**src/rtl/spi_master_pkg.sv**
```systemverilog
// spi_master_pkg
// Shared definitions for the mode-0 SPI master slice.
//   - FSM state encodings and the state register width
//   - default WIDTH / DIV values
//   - cnt_w(): width of a counter that runs 0..n-1. It returns $clog2(n),
//     but never less than 1 bit, so DIV=1 still gets a legal vector.
// Optional build macro used by spi_master: SPI_MASTER_LSB_FIRST_EN.
package spi_master_pkg;

    localparam int STATE_W = 3;

    localparam logic [STATE_W-1:0] ST_IDLE  = 3'd0;
    localparam logic [STATE_W-1:0] ST_SETUP = 3'd1;
    localparam logic [STATE_W-1:0] ST_HIGH  = 3'd2;
    localparam logic [STATE_W-1:0] ST_LOW   = 3'd3;
    localparam logic [STATE_W-1:0] ST_HOLD  = 3'd4;
    localparam logic [STATE_W-1:0] ST_GAP   = 3'd5;

    localparam int DEFAULT_WIDTH = 8;
    localparam int DEFAULT_DIV   = 4;

    // Divider counter width is cnt_w(DIV).
    // Bit counter width is cnt_w(WIDTH).
    function automatic int cnt_w(input int n);
        return (n > 1) ? $clog2(n) : 1;
    endfunction

endpackage

```
**src/rtl/spi_master_if.sv**
```systemverilog
// spi_master_if
// Parallel host-side handshake of the SPI master.
//   start    : request a transfer (host -> master)
//   data_in  : word to transmit (host -> master)
//   data_out : last received word (master -> host)
//   busy     : transfer or inter-word gap in progress (master -> host)
//   done     : one-cycle end-of-transfer pulse (master -> host)
// Modports:
//   master : the requesting side (the host logic or a testbench).
//   slave  : the side that serves the requests (spi_master itself).
interface spi_master_if #(
    parameter int WIDTH = spi_master_pkg::DEFAULT_WIDTH
);
    logic             start;
    logic [WIDTH-1:0] data_in;
    logic [WIDTH-1:0] data_out;
    logic             busy;
    logic             done;

    modport master (
        output start,
        output data_in,
        input  data_out,
        input  busy,
        input  done
    );

    modport slave (
        input  start,
        input  data_in,
        output data_out,
        output busy,
        output done
    );
endinterface

```
**src/rtl/spi_clkdiv.sv**
```systemverilog
// spi_clkdiv
// Phase timer for the SPI master. It counts 0..DIV-1 and raises phase_end
// on the last count of each phase, so every non-idle FSM state lasts
// exactly DIV clk cycles.
// Ports:
//   clk       : system clock
//   reset_    : asynchronous active-low reset
//   restart   : hold the counter at zero (driven while the FSM is idle)
//   phase_end : high on the final cycle of the current phase
module spi_clkdiv
    import spi_master_pkg::*;
#(
    parameter int DIV = DEFAULT_DIV
) (
    input  logic clk,
    input  logic reset_,
    input  logic restart,
    output logic phase_end
);

    localparam int            CW   = cnt_w(DIV);
    localparam logic [CW-1:0] LAST = CW'(DIV - 1);

    logic [CW-1:0] count;

    // Every FSM transition out of a non-idle state happens on phase_end,
    // which is exactly when the counter wraps. The counter therefore
    // restarts on each state change without needing a separate strobe.
    // The only exception is leaving IDLE. While idle, the counter is held
    // at zero, so SETUP also starts from a fresh count.
    assign phase_end = (count == LAST) && !restart;

    always_ff @(posedge clk or negedge reset_) begin
        if (!reset_) begin
            count <= '0;
        end else if (restart || (count == LAST)) begin
            count <= '0;
        end else begin
            count <= count + CW'(1);
        end
    end

endmodule

```
**src/rtl/spi_master.sv**
```systemverilog
// spi_master
// Mode-0 (CPOL=0, CPHA=0) full-duplex SPI master. Each transfer sends one
// WIDTH-bit word on ucMOSI and captures one word from ucMISO. SCLK has a
// half-period of DIV clk cycles.
//
// Phase sequence per transfer:
//   SETUP, then (HIGH, LOW) x (WIDTH-1), then HIGH, HOLD, GAP.
// Each phase lasts DIV cycles.
//
// Parameters:
//   WIDTH : bits per transfer (>=2)
//   DIV   : SCLK half-period in clk cycles (>=1)
//
// Ports:
//   clk    : system clock
//   reset_ : asynchronous active-low reset. Asserting it mid-transfer
//            aborts the transfer with no done pulse.
//   host   : spi_master_if.slave handshake
//            (start, data_in, data_out, busy, done)
//   ucSEL_ : active-low slave select
//   ucSCLK : serial clock, idles low
//   ucMOSI : master-out data
//   ucMISO : master-in data. It is assumed synchronous to the SCLK
//            schedule, so there is no synchroniser.
//
// Build option:
//   SPI_MASTER_LSB_FIRST_EN
//     defined   : LSB-first on the wire in both directions
//     undefined : MSB-first in both directions
module spi_master
    import spi_master_pkg::*;
#(
    parameter int WIDTH = DEFAULT_WIDTH,
    parameter int DIV   = DEFAULT_DIV
) (
    input  logic      clk,
    input  logic      reset_,
    spi_master_if.slave host,
    output logic      ucSEL_,
    output logic      ucSCLK,
    output logic      ucMOSI,
    input  logic      ucMISO
);

    localparam int            BW       = cnt_w(WIDTH);
    localparam logic [BW-1:0] LAST_BIT = BW'(WIDTH - 1);

    logic [STATE_W-1:0] state;
    logic [WIDTH-1:0]   shreg;
    logic [BW-1:0]      bit_cnt;
    logic [WIDTH-1:0]   data_out_q;
    logic               busy_q;
    logic               done_q;
    logic               phase_end;

    logic               first_bit;
    logic               next_bit;
    logic [WIDTH-1:0]   shifted;

    spi_clkdiv #(
        .DIV(DIV)
    ) u_clkdiv (
        .clk      (clk),
        .reset_   (reset_),
        .restart  (state == ST_IDLE),
        .phase_end(phase_end)
    );

    // One shift register serves both directions. As a received bit enters
    // at one end, the bit just transmitted drops off the other end. After
    // WIDTH HIGH phases, the register holds the received word.
`ifdef SPI_MASTER_LSB_FIRST_EN
    assign first_bit = host.data_in[0];
    assign next_bit  = shreg[1];
    assign shifted   = {ucMISO, shreg[WIDTH-1:1]};
`else
    assign first_bit = host.data_in[WIDTH-1];
    assign next_bit  = shreg[WIDTH-2];
    assign shifted   = {shreg[WIDTH-2:0], ucMISO};
`endif

    assign host.data_out = data_out_q;
    assign host.busy     = busy_q;
    assign host.done     = done_q;

    // Transfer FSM. All pin outputs are registered here.
    // - ucMOSI changes only on the edge that ends a HIGH phase, which is
    //   also where SCLK falls. It therefore has a full LOW phase of setup
    //   before the next rising edge.
    // - ucMISO is captured on that same falling-edge tick.
    // - GAP keeps ucSEL_ high for at least DIV cycles before the next word
    //   can start.
    always_ff @(posedge clk or negedge reset_) begin
        if (!reset_) begin
            state      <= ST_IDLE;
            shreg      <= '0;
            bit_cnt    <= '0;
            data_out_q <= '0;
            busy_q     <= 1'b0;
            done_q     <= 1'b0;
            ucSEL_     <= 1'b1;
            ucSCLK     <= 1'b0;
            ucMOSI     <= 1'b0;
        end else begin
            done_q <= 1'b0;
            case (state)
                ST_IDLE: begin
                    if (host.start) begin
                        shreg   <= host.data_in;
                        bit_cnt <= '0;
                        ucSEL_  <= 1'b0;
                        busy_q  <= 1'b1;
                        ucMOSI  <= first_bit;
                        state   <= ST_SETUP;
                    end
                end
                ST_SETUP: begin
                    if (phase_end) begin
                        ucSCLK <= 1'b1;
                        state  <= ST_HIGH;
                    end
                end
                ST_HIGH: begin
                    if (phase_end) begin
                        shreg  <= shifted;
                        ucSCLK <= 1'b0;
                        if (bit_cnt != LAST_BIT) begin
                            ucMOSI  <= next_bit;
                            bit_cnt <= bit_cnt + BW'(1);
                            state   <= ST_LOW;
                        end else begin
                            state <= ST_HOLD;
                        end
                    end
                end
                ST_LOW: begin
                    if (phase_end) begin
                        ucSCLK <= 1'b1;
                        state  <= ST_HIGH;
                    end
                end
                ST_HOLD: begin
                    if (phase_end) begin
                        ucSEL_     <= 1'b1;
                        ucMOSI     <= 1'b0;
                        data_out_q <= shreg;
                        done_q     <= 1'b1;
                        state      <= ST_GAP;
                    end
                end
                ST_GAP: begin
                    if (phase_end) begin
                        busy_q <= 1'b0;
                        state  <= ST_IDLE;
                    end
                end
                default: begin
                    state <= ST_IDLE;
                end
            endcase
        end
    end

endmodule
```
**src/flat_wrapper.sv**
```systemverilog
// flat-port wrapper written by rule: the top's interface ports become plain ports
module spi_master_flat import spi_master_pkg::*;
#(
    parameter int WIDTH = DEFAULT_WIDTH,
    parameter int DIV   = DEFAULT_DIV
)
  (clk, reset_, ucSEL_, ucSCLK, ucMOSI, ucMISO, host_start, host_data_in, host_data_out, host_busy, host_done);
  spi_master_if #(.WIDTH(WIDTH)) host_i ();
  input  logic clk;
  input  logic reset_;
  output logic ucSEL_;
  output logic ucSCLK;
  output logic ucMOSI;
  input  logic ucMISO;
  input wire logic [$bits(host_i.start)-1:0] host_start;
  input wire logic [$bits(host_i.data_in)-1:0] host_data_in;
  output wire logic [$bits(host_i.data_out)-1:0] host_data_out;
  output wire logic [$bits(host_i.busy)-1:0] host_busy;
  output wire logic [$bits(host_i.done)-1:0] host_done;
  assign host_i.start = host_start;
  assign host_i.data_in = host_data_in;
  assign host_data_out = host_i.data_out;
  assign host_busy = host_i.busy;
  assign host_done = host_i.done;
  spi_master #(.WIDTH(WIDTH), .DIV(DIV)) u_core (.clk(clk), .reset_(reset_), .host(host_i), .ucSEL_(ucSEL_), .ucSCLK(ucSCLK), .ucMOSI(ucMOSI), .ucMISO(ucMISO));
endmodule
```
**config.mk**
```make
export PLATFORM = sky130hd
export DESIGN_NAME = spi_master_flat
export DESIGN_NICKNAME = d
export VERILOG_FILES = /design/src/rtl/spi_master_pkg.sv /design/src/rtl/spi_master_if.sv /design/src/rtl/spi_clkdiv.sv /design/src/rtl/spi_master.sv /design/src/flat_wrapper.sv
export SDC_FILE = /design/constraint.sdc
export NUM_CORES = 1
export LEC_CHECK = 0
export ABC_AREA = 1
export BUFFER_PORTS_ARGS = -buffer_cell sky130_fd_sc_hd__buf_2
export CORE_ASPECT_RATIO = 0.7
export CORE_MARGIN = 5
export CORE_UTILIZATION = 40
export CTS_BUF_LIST = sky130_fd_sc_hd__clkbuf_4
export DETAILED_ROUTE_END_ITERATION = 10
export REMOVE_ABC_BUFFERS = 1
export SETUP_SLACK_MARGIN = 0.5
export SLEW_MARGIN = 20
export SYNTH_ARGS = -nofsm -noshare
export SYNTH_HDL_FRONTEND = slang
export SYNTH_SLANG_ARGS = --single-unit
```
**constraint.sdc**
```tcl
create_clock -name clk -period 1.5 [get_ports clk]
set_input_delay 0.075 -clock clk [delete_from_list [all_inputs] [get_ports clk]]
set_output_delay 0.075 -clock clk [all_outputs]
set_load 0.02 [all_outputs]
```
==> results of run 1 <==
-- metal layers --
layer  vias to the layer above  track usage
met5                         -            0
met2                        44        0.233
met3                         8       0.0561
met4                         0       0.0606
met1                       606        0.174
li1                        648            -
-- layout by cell type (no fill, tap or decap), drive strengths merged --
cell type,instances
nor2,6
clkbuf,5
inv,22
dfrtp,28
nor3,1
nand2,67
ha,3
buf,46
nor3b,1
clkinv,3
nand4,1
dlygate4sd3,1
dfstp,1
nand3,7
o21ai,29
-- how the worst min path moves through the flow --
stage	start	end	slack, ns	cells past startpoint
after detailed placement	reset_	u_core.ucMOSI	0.15	1
final	host_start	u_core.host.busy	0.03	3
after CTS	host_start	u_core.host.busy	0.03	3
after floorplan	reset_	u_core.bit_cnt[0]	-0.22	0
after global routing	host_start	u_core.host.busy	0.05	3
after global placement	reset_	u_core.ucMOSI	0.14	1
-- kinds of logic after synthesis --
| logic type | synth area share |
|---|---|
| adder cells (fa/ha/maj) | 0.0252 |
| AO/OA/AOI/OAI | 0.138 |
| buffers and inverters | 0.0840 |
| flip-flops | 0.488 |
| AND/OR/NAND/NOR | 0.265 |
-- worst register-to-register path, cell delays in order (launching register included) --
cell and delay (ns):
dfrtp_2 0.46, nor2_4 0.15, nand2_4 0.08, buf_12 0.15, nor2_2 0.09, nand3_1 0.09, inv_2 0.08, nand2_1 0.06
nand2_1 0.06
-- per-stage QoR --
stage	setup WS, ns	total power, mW	util
2_1_floorplan	0.200	2.11	-
3_3_place_gp	0.0777	2.37	0.461
3_5_place_dp	0.0822	2.41	0.461
4_1_cts	0.254	3.28	0.543
5_1_grt	0.141	3.75	0.568
6_report	0.243	3.47	0.568
-- cell type report --
class | count | share of cell area
clock buffers | 5 | 0.0186
flip-flops and latches | 29 | 0.362
clock inverters | 3 | 0.00619
inverters | 22 | 0.0458
repair buffers | 47 | 0.179
well taps | 50 | 0.0310
multi-input cells | 115 | 0.358
-- state kept, by name, summed over array words and instances (netlist names) --
name	cells
u_core.host.data_out	8
u_core.u_clkdiv.count	2
u_core.host.done	1
u_core.host.busy	1
u_core.bit_cnt	3
u_core.ucSEL_	1
u_core.ucMOSI	1
u_core.shreg	8
u_core.state	3
u_core.ucSCLK	1
-- power breakdown --
group	internal, mW	switching, mW
logic	0.831	1.00
clock network	0.169	0.283
registers	1.02	0.155
-- what timing repair did --
item,in CTS,in global routing
pin swaps,4,7
buffers inserted,14,7
endpoints found under the hold margin,28,0
setup endpoints to repair,30,35
hold buffers,1,0
gates resized for setup,27,16
==> results.json, run 1 <==
{
  "synth_area_per_cell_um2": 8.81,
  "track_usage": 0.143,
  "drt_first_pass_iters": 4,
  "synth.most_common_cell": "nand2_1",
  "ys_seq_area_frac": 0.488,
  "hold_viol": 0,
  "wire_per_inst_um": 12.4,
  "holdWs_ns": 0.0324,
  "placed_area_mm2": 0.00164,
  "met2_length_mm": 1.61,
  "ys_warn_count": 0,
  "maxCapViolCount": 0,
  "start_kind": "register",
  "cts_inserted_buffers": 5,
  "leakagePower_nw": 1.03,
  "drcViolationCount": 0,
  "wl_mm": 3.37,
  "slowest_delay_ns": 0.46,
  "synth-seq-cells": 29,
  "ant_nets": 0,
  "synth.area.top_cells": "dfrtp_1, nand2_1, o21ai_2, inv_1, o21ai_0",
  "viasPerCell": 4.82,
  "root_buffer": "clkbuf_4",
  "detailed_place_hpwl_mm": 2.15,
  "status": "complete, no violations",
  "cts_tree": "done",
  "cp_top_family": "simple AND/OR/NAND/NOR gates",
  "fillCellCount": 334,
  "io_buffers": 24,
  "layout-area-overhead-vs-synth_pct": 35.7,
  "fin_crit_sh": 0.838,
  "cp.arrival_ns": 1.53,
  "worstSetupEndpoint": "u_core.bit_cnt[1]",
  "syn_inst": 169,
  "crit_required_ns": 1.77,
  "fin_area_mm2": 0.00202,
  "path_cells": "nor2_4, nand2_4, buf_12, nor2_2, nand3_1, inv_2, nand2_1, nand2_1",
  "path_depth": 8,
  "reg2reg_depth": 8,
  "yosys-top-cells-count": "nand2_1, dfrtp_1, inv_1, o21ai_2, o21ai_0",
  "min_period_ns": 1.26,
  "grt_pass1_vias": 1291,
  "skew_ns": 0.00937,
  "cp_slowest_cell": "dfrtp_2",
  "grt_first_pass_wirelength_mm": 5.64,
  "htreeDepth": 2,
  "max_freq_mhz": 795,
  "endpoint_kind": "register",
  "die_w_um": 82.9,
  "antenna_found_initial": 0,
  "fp.coreArea_mm2": 0.00356,
  "register_area_um2": 731,
  "critPathMaxFanout": 16,
  "wl_met1_mm": 1.49,
  "worstReg2RegStart": "u_core.state[0]",
  "yosys.area.top_type": "dfrtp_1",
  "crit_buf_inv": 2,
  "dr_wl_met3_um": 217,
  "async_flop_share": 1.00,
  "synthFlopType": "dfrtp_1",
  "gp_congestion": 0.960,
  "rrSetupSlack_ns": 0.24,
  "p_per_area_mw_per_mm2": 1720,
  "tns_ns": 0,
  "hold_path.class": "in -> reg",
  "synth_cell_type_count": 23,
  "place_inst": 241,
  "ios": 25,
  "critical_path_class": "reg -> reg",
  "crit_start": "u_core.state[0]",
  "fin_cells": 271,
  "die_h_um": 61.0,
  "insertion_delay_ns": 0.33,
  "slew_headroom": 0.561,
  "final_nets": 235,
  "cpMostUsedCell": "nand2_1",
  "rsz0062_at_grt": "true",
  "initial_utilization": 0.418,
  "cts.clk_slew.worst_paths_ns": 0.10,
  "r2r-end": "u_core.bit_cnt[1]",
  "top_layer": "met4",
  "drive_gt1_frac": 0.498,
  "clock_sinks": 29,
  "synth_edf_count": 0,
  "slew_viol_final": 0,
  "grt-ovfl-total": 0,
  "ir_drop_mv": 0.703,
  "n_antenna_cell": 0,
  "grt_max_degree": 30,
  "netlist.area_leader.share": 0.471,
  "cts_buffer_depth": 2,
  "finalSetupViolations": 0,
  "vias": 1306,
  "syn-cell-area_mm2": 0.00149,
  "multiInputGateArea_um2": 723,
  "drt-initial-drc-count": 83,
  "worst_pin_slew_ns": 0.658,
  "die_area_mm2": 0.00506,
  "rows": 18
}
Power figures use the tool's default switching activity.
==> inputs of run 2 (changes only) <==
- clock period: 1.5 -> 1 ns (I/O delays scaled with it)
==> run 2 against run 1 <==
Effect of this change: highest routed layer unchanged; sequential power rose by 52%; largest power group unchanged; final area up 12%; largest cell class is now multi-input combinational cells; the flow now finishes with violations (hold timing, setup timing); first-iteration DRC count down 42%; die area did not move; clock power rose by 46%; register-to-register slack worse by 0.51 ns; critical path depth shrank 1.
==> results.json, run 2 (synthesis results as in run 1) <==
{
  "cts_tree": "done",
  "rows": 18,
  "grt-ovfl-total": 0,
  "antenna_found_initial": 0,
  "status": "complete, but fails checks",
  "die_area_mm2": 0.00506,
  "layout-area-overhead-vs-synth_pct": 52.6,
  "n_antenna_cell": 0,
  "drt-initial-drc-count": 48,
  "vias": 1312,
  "leakagePower_nw": 1.15,
  "grt_pass1_vias": 1286,
  "fin_cells": 286,
  "detailed_place_hpwl_mm": 2.56,
  "path_cells": "nor2_4, nand2_4, inv_4, nand2_4, nand2_8, clkbuf_16, o21ai_2",
  "viasPerCell": 4.59,
  "root_buffer": "clkbuf_4",
  "slew_headroom": 0.814,
  "die_w_um": 82.9,
  "ios": 25,
  "crit_required_ns": 1.21,
  "cpMostUsedCell": "nand2_4",
  "rsz0062_at_grt": "true",
  "insertion_delay_ns": 0.32,
  "worst_slack_ns": -0.271,
  "clock_sinks": 29,
  "cp.arrival_ns": 1.49,
  "cts_buffer_depth": 2,
  "worst_pin_slew_ns": 0.280,
  "cts.clk_slew.worst_paths_ns": 0.08,
  "multiInputGateArea_um2": 749,
  "die_h_um": 61.0,
  "register_area_um2": 731,
  "holdWs_ns": -0.408,
  "drt_first_pass_iters": 4,
  "place_inst": 260,
  "ant_nets": 0,
  "drcViolationCount": 0,
  "final_common_cell": "nand2_1",
  "grt_util_met3": 0.0455,
  "drive_gt1_frac": 0.555,
  "wire_per_inst_um": 12.6,
  "gp_congestion": 0.861,
  "utilization": 0.639,
  "fillCellCount": 298,
  "maxCapViolCount": 0,
  "grt_max_degree": 21,
  "fp.coreArea_mm2": 0.00356,
  "htreeDepth": 2,
  "grt-busiest-layer": "met2",
  "io_buffers": 24,
  "p_per_area_mw_per_mm2": 2460,
  "fin_crit_sh": 1.27,
  "max_freq_mhz": 787,
  "skew_ns": 0.00298,
  "track_usage": 0.153,
  "gr-usage-met1": 0.199,
  "finalSetupViolations": 30,
  "hold_path.class": "in -> async",
  "cp_slowest_cell": "dfrtp_2",
  "initial_utilization": 0.418,
  "slowest_delay_ns": 0.48,
  "grtUsageMet2": 0.239,
  "cts_inserted_buffers": 5,
  "hold_viol": 29,
  "grt_first_pass_wirelength_mm": 5.88,
  "critical_path_class": "reg -> reg",
  "min_period_ns": 1.27,
  "slew_viol_final": 0,
  "start_kind": "register",
  "ir_drop_mv": 1.30,
  "final_cell_mix": "nand2_1, buf_4, dfrtp_1",
  "endpoint_kind": "register",
  "final_nets": 251,
  "wl_mm": 3.59,
  "critPathMaxFanout": 6,
  "violations": "hold timing, setup timing"
}
-- run 2: cell count changes in the layout (fill, tap and decap cells not counted), moves of 2 or more --
cell     change
nor2_2       -2
buf_6       +19
buf_4        +9
o21ai_0      -4
o21ai_1      +3
buf_2       -11
-- run 2: layout make-up --
| type | count | area share |
|---|---|---|
| Multi-Input combinational cell | 115 | 0.330 |
| Sequential cell | 29 | 0.322 |
| Clock inverter | 1 | 0.00165 |
| Tap cell | 50 | 0.0275 |
| Inverter | 22 | 0.0430 |
| Timing Repair Buffer | 63 | 0.257 |
| Clock buffer | 6 | 0.0198 |
-- run 2: report_power, final --
group | internal, mW | switching, mW | total [mW]
Combinational | 1.54 | 1.60 | 3.13
Sequential | 1.54 | 0.259 | 1.79
Clock | 0.282 | 0.378 | 0.660
Total | 3.35 | 2.23 | 5.59
-- run 2: final timing paths --
kind / startpoint / endpoint / slack, ns / cells past startpoint
worst max-delay path: u_core.state[0] / u_core.shreg[2] / -0.27 / 7
worst min-delay path: reset_ / u_core.ucMOSI / -0.41 / 1
worst max register to register: u_core.state[0] / u_core.shreg[2] / -0.27 / 7
worst min register to register: u_core.ucMOSI / u_core.ucMOSI / 0.51 / 2
max in group asynchronous: reset_ / u_core.state[2] / 1.01 / 2
min in group clk: ucMISO / u_core.shreg[0] / 0.03 / 5
-- run 2: stage by stage --
step | total power [mW] | setup WS (ns) | hold WS [ns] | area, um^2 | TNS, ns
6_report | 5.59 | -0.271 | -0.408 | 2270 | -5.88
5_1_grt | 6.07 | -0.337 | -0.420 | 2270 | -7.99
4_1_cts | 5.19 | -0.266 | -0.402 | 2110 | -6.13
3_5_place_dp | 4.08 | -0.391 | -0.0533 | 1820 | -8.69
3_3_place_gp | 4.02 | -0.365 | -0.0522 | 1820 | -8.44
2_1_floorplan | 3.16 | -0.300 | -0.246 | 1450 | -5.48
-- run 2: what timing repair did --
item,in CTS,in global routing
gates resized for setup,53,29
cloned,0,1
setup endpoints to repair,42,42
endpoints found under the hold margin,29,29
setup buffers,11,7
pin swaps,1,7
-- run 2: worst max-delay path, delay by kind of cell (launching register included) --
| family | cells | cell delay [ns] |
|---|---|---|
| AO/OA/AOI/OAI | 1 | 0.05 |
| buffers and inverters | 2 | 0.24 |
| flip-flops | 1 | 0.48 |
| AND/OR/NAND/NOR | 4 | 0.39 |
-- run 2: metal layers --
layer	wire (um)	vias up
li1	-	672
met1	1610	602
met2	1680	34
met3	233	4
met4	65	0
met5	0	-
==> inputs of run 3 (changes only) <==
- BUFFER_PORTS_ARGS: -buffer_cell sky130_fd_sc_hd__buf_2 -> -buffer_cell sky130_fd_sc_hd__buf_4
- CTS_BUF_LIST: sky130_fd_sc_hd__clkbuf_4 -> sky130_fd_sc_hd__clkbuf_8
- clock period: 1 -> 1.1 ns (I/O delays scaled with it)
==> run 3 against run 2 <==
Effect of this change: the flow finishes with violations (setup timing); global-route usage up 0.52 points; die area unchanged; non-clock buffer count up 1; sequential power down 8%; worst setup slack better by 0.062 ns; sequential share of layout area unchanged; clock skew up 0.0020 ns; hold slack better by 0.50 ns; total power down 4.4%; register-to-register slack better by 0.06 ns; flip-flop and latch count unchanged.
==> results.json, run 3 (synthesis results as in run 1) <==
{
  "final_cell_mix": "nand2_1, buf_4, dfrtp_1",
  "skew_ns": 0.00501,
  "cp.arrival_ns": 1.51,
  "status": "complete, but fails checks",
  "violations": "setup timing",
  "finalSetupViolations": 28,
  "die_area_mm2": 0.00506,
  "critical_path_class": "reg -> reg",
  "wl_mm": 3.79,
  "hold_viol": 0,
  "ir_drop_mv": 1.39,
  "drt-initial-drc-count": 67,
  "hold_path.class": "in -> reg",
  "io_buffers": 24,
  "antenna_found_initial": 0,
  "ios": 25,
  "die_h_um": 61.0,
  "cts.clk_slew.worst_paths_ns": 0.06,
  "grt_first_pass_wirelength_mm": 6.27,
  "n_antenna_cell": 0,
  "worst_pin_slew_ns": 0.274,
  "crit_required_ns": 1.31,
  "track_usage": 0.158,
  "slew_viol_final": 0,
  "grt_pass1_vias": 1333,
  "gp_congestion": 0.867,
  "total_power_mw": 5.34,
  "insertion_delay_ns": 0.28,
  "start_kind": "register",
  "cts_inserted_buffers": 5,
  "fin_area_mm2": 0.00227,
  "initial_utilization": 0.418,
  "htreeDepth": 2,
  "placed_area_mm2": 0.00186,
  "tns_ns": -3.84,
  "drive_gt1_frac": 0.521,
  "viasPerCell": 4.66,
  "drt_first_pass_iters": 4,
  "leakagePower_nw": 1.17,
  "rsz0062_at_grt": "true",
  "grt-ovfl-total": 0,
  "whs_path_depth": 5,
  "worst_slack_ns": -0.208,
  "dp_slack_ns": -0.283,
  "drcViolationCount": 0,
  "ant_nets": 0,
  "min_period_ns": 1.31,
  "root_buffer": "clkbuf_8",
  "detailed_place_hpwl_mm": 2.53,
  "fin_crit_sh": 1.19,
  "utilization": 0.639,
  "rows": 18,
  "vias": 1341,
  "final_nets": 252,
  "final_common_cell": "nand2_1",
  "cts_buffer_depth": 2,
  "clock_sinks": 29,
  "maxCapViolCount": 0,
  "critPathMaxFanout": 8,
  "slew_headroom": 0.817,
  "layout-area-overhead-vs-synth_pct": 52.6,
  "endpoint_kind": "register",
  "cts_tree": "done",
  "rrSetupSlack_ns": -0.21,
  "wire_per_inst_um": 13.2,
  "grt_max_degree": 30,
  "fp.coreArea_mm2": 0.00356,
  "reg2reg_depth": 8,
  "p_per_area_mw_per_mm2": 2350,
  "die_w_um": 82.9,
  "max_freq_mhz": 764
}
[run 3: per-layer routing]
metal	share of wire	vias up	global-route usage
met2	0.49	34	0.268
met5	0	-	0
met1	0.46	633	0.201
met4	0.0037	0	0.0583
li1	-	672	-
met3	0.050	2	0.0414
[run 3: where the power goes]
group / switching (mW) / internal [mW] / total [mW]
clock: 0.394 / 0.564 / 0.958
sequential: 0.252 / 1.40 / 1.65
combinational: 1.42 / 1.31 / 2.73
total: 2.07 / 3.28 / 5.34
[run 3: timing repair]
item                                   CTS  global route
endpoints found under the hold margin   28             0
gates resized for setup                 38            16
hold buffers                             1             0
setup buffers                           12             5
pin swaps                                4             8
setup endpoints to repair               42            56
[run 3: worst paths after layout]
check,start,endpoint
max,u_core.state[0],u_core.shreg[4]
min,ucMISO,u_core.shreg[0]
max reg2reg,u_core.state[0],u_core.shreg[4]
min reg2reg,u_core.ucSCLK,u_core.ucSCLK
max in group asynchronous,reset_,u_core.ucSEL_
min in group asynchronous,reset_,u_core.bit_cnt[0]
[run 3: area by class of cell]
type / instances / area (um^2)
tap: 50 / 62.6
timing repair buffer: 64 / 567
clock buffer: 7 / 96.3
sequential: 29 / 731
fill: 325 / 1290
clock inverter: 1 / 5.00
multi-input combinational: 115 / 721
inverter: 22 / 90.1
[run 3: critical path, stage by stage, from the launching register on]
cell	delay, ns
dfrtp_2	0.47
inv_2	0.09
nand2_2	0.06
nor2_4	0.14
nand2_4	0.09
nand2_8	0.12
buf_8	0.13
nand2_1	0.07
o21ai_2	0.06
[run 3: stage by stage]
stage,std cells,hold slack [ns]
2_1_floorplan,166,-0.241
3_3_place_gp,262,-0.00201
3_5_place_dp,262,0.00528
4_1_cts,283,0.0850
5_1_grt,288,0.0954
6_report,288,0.0901
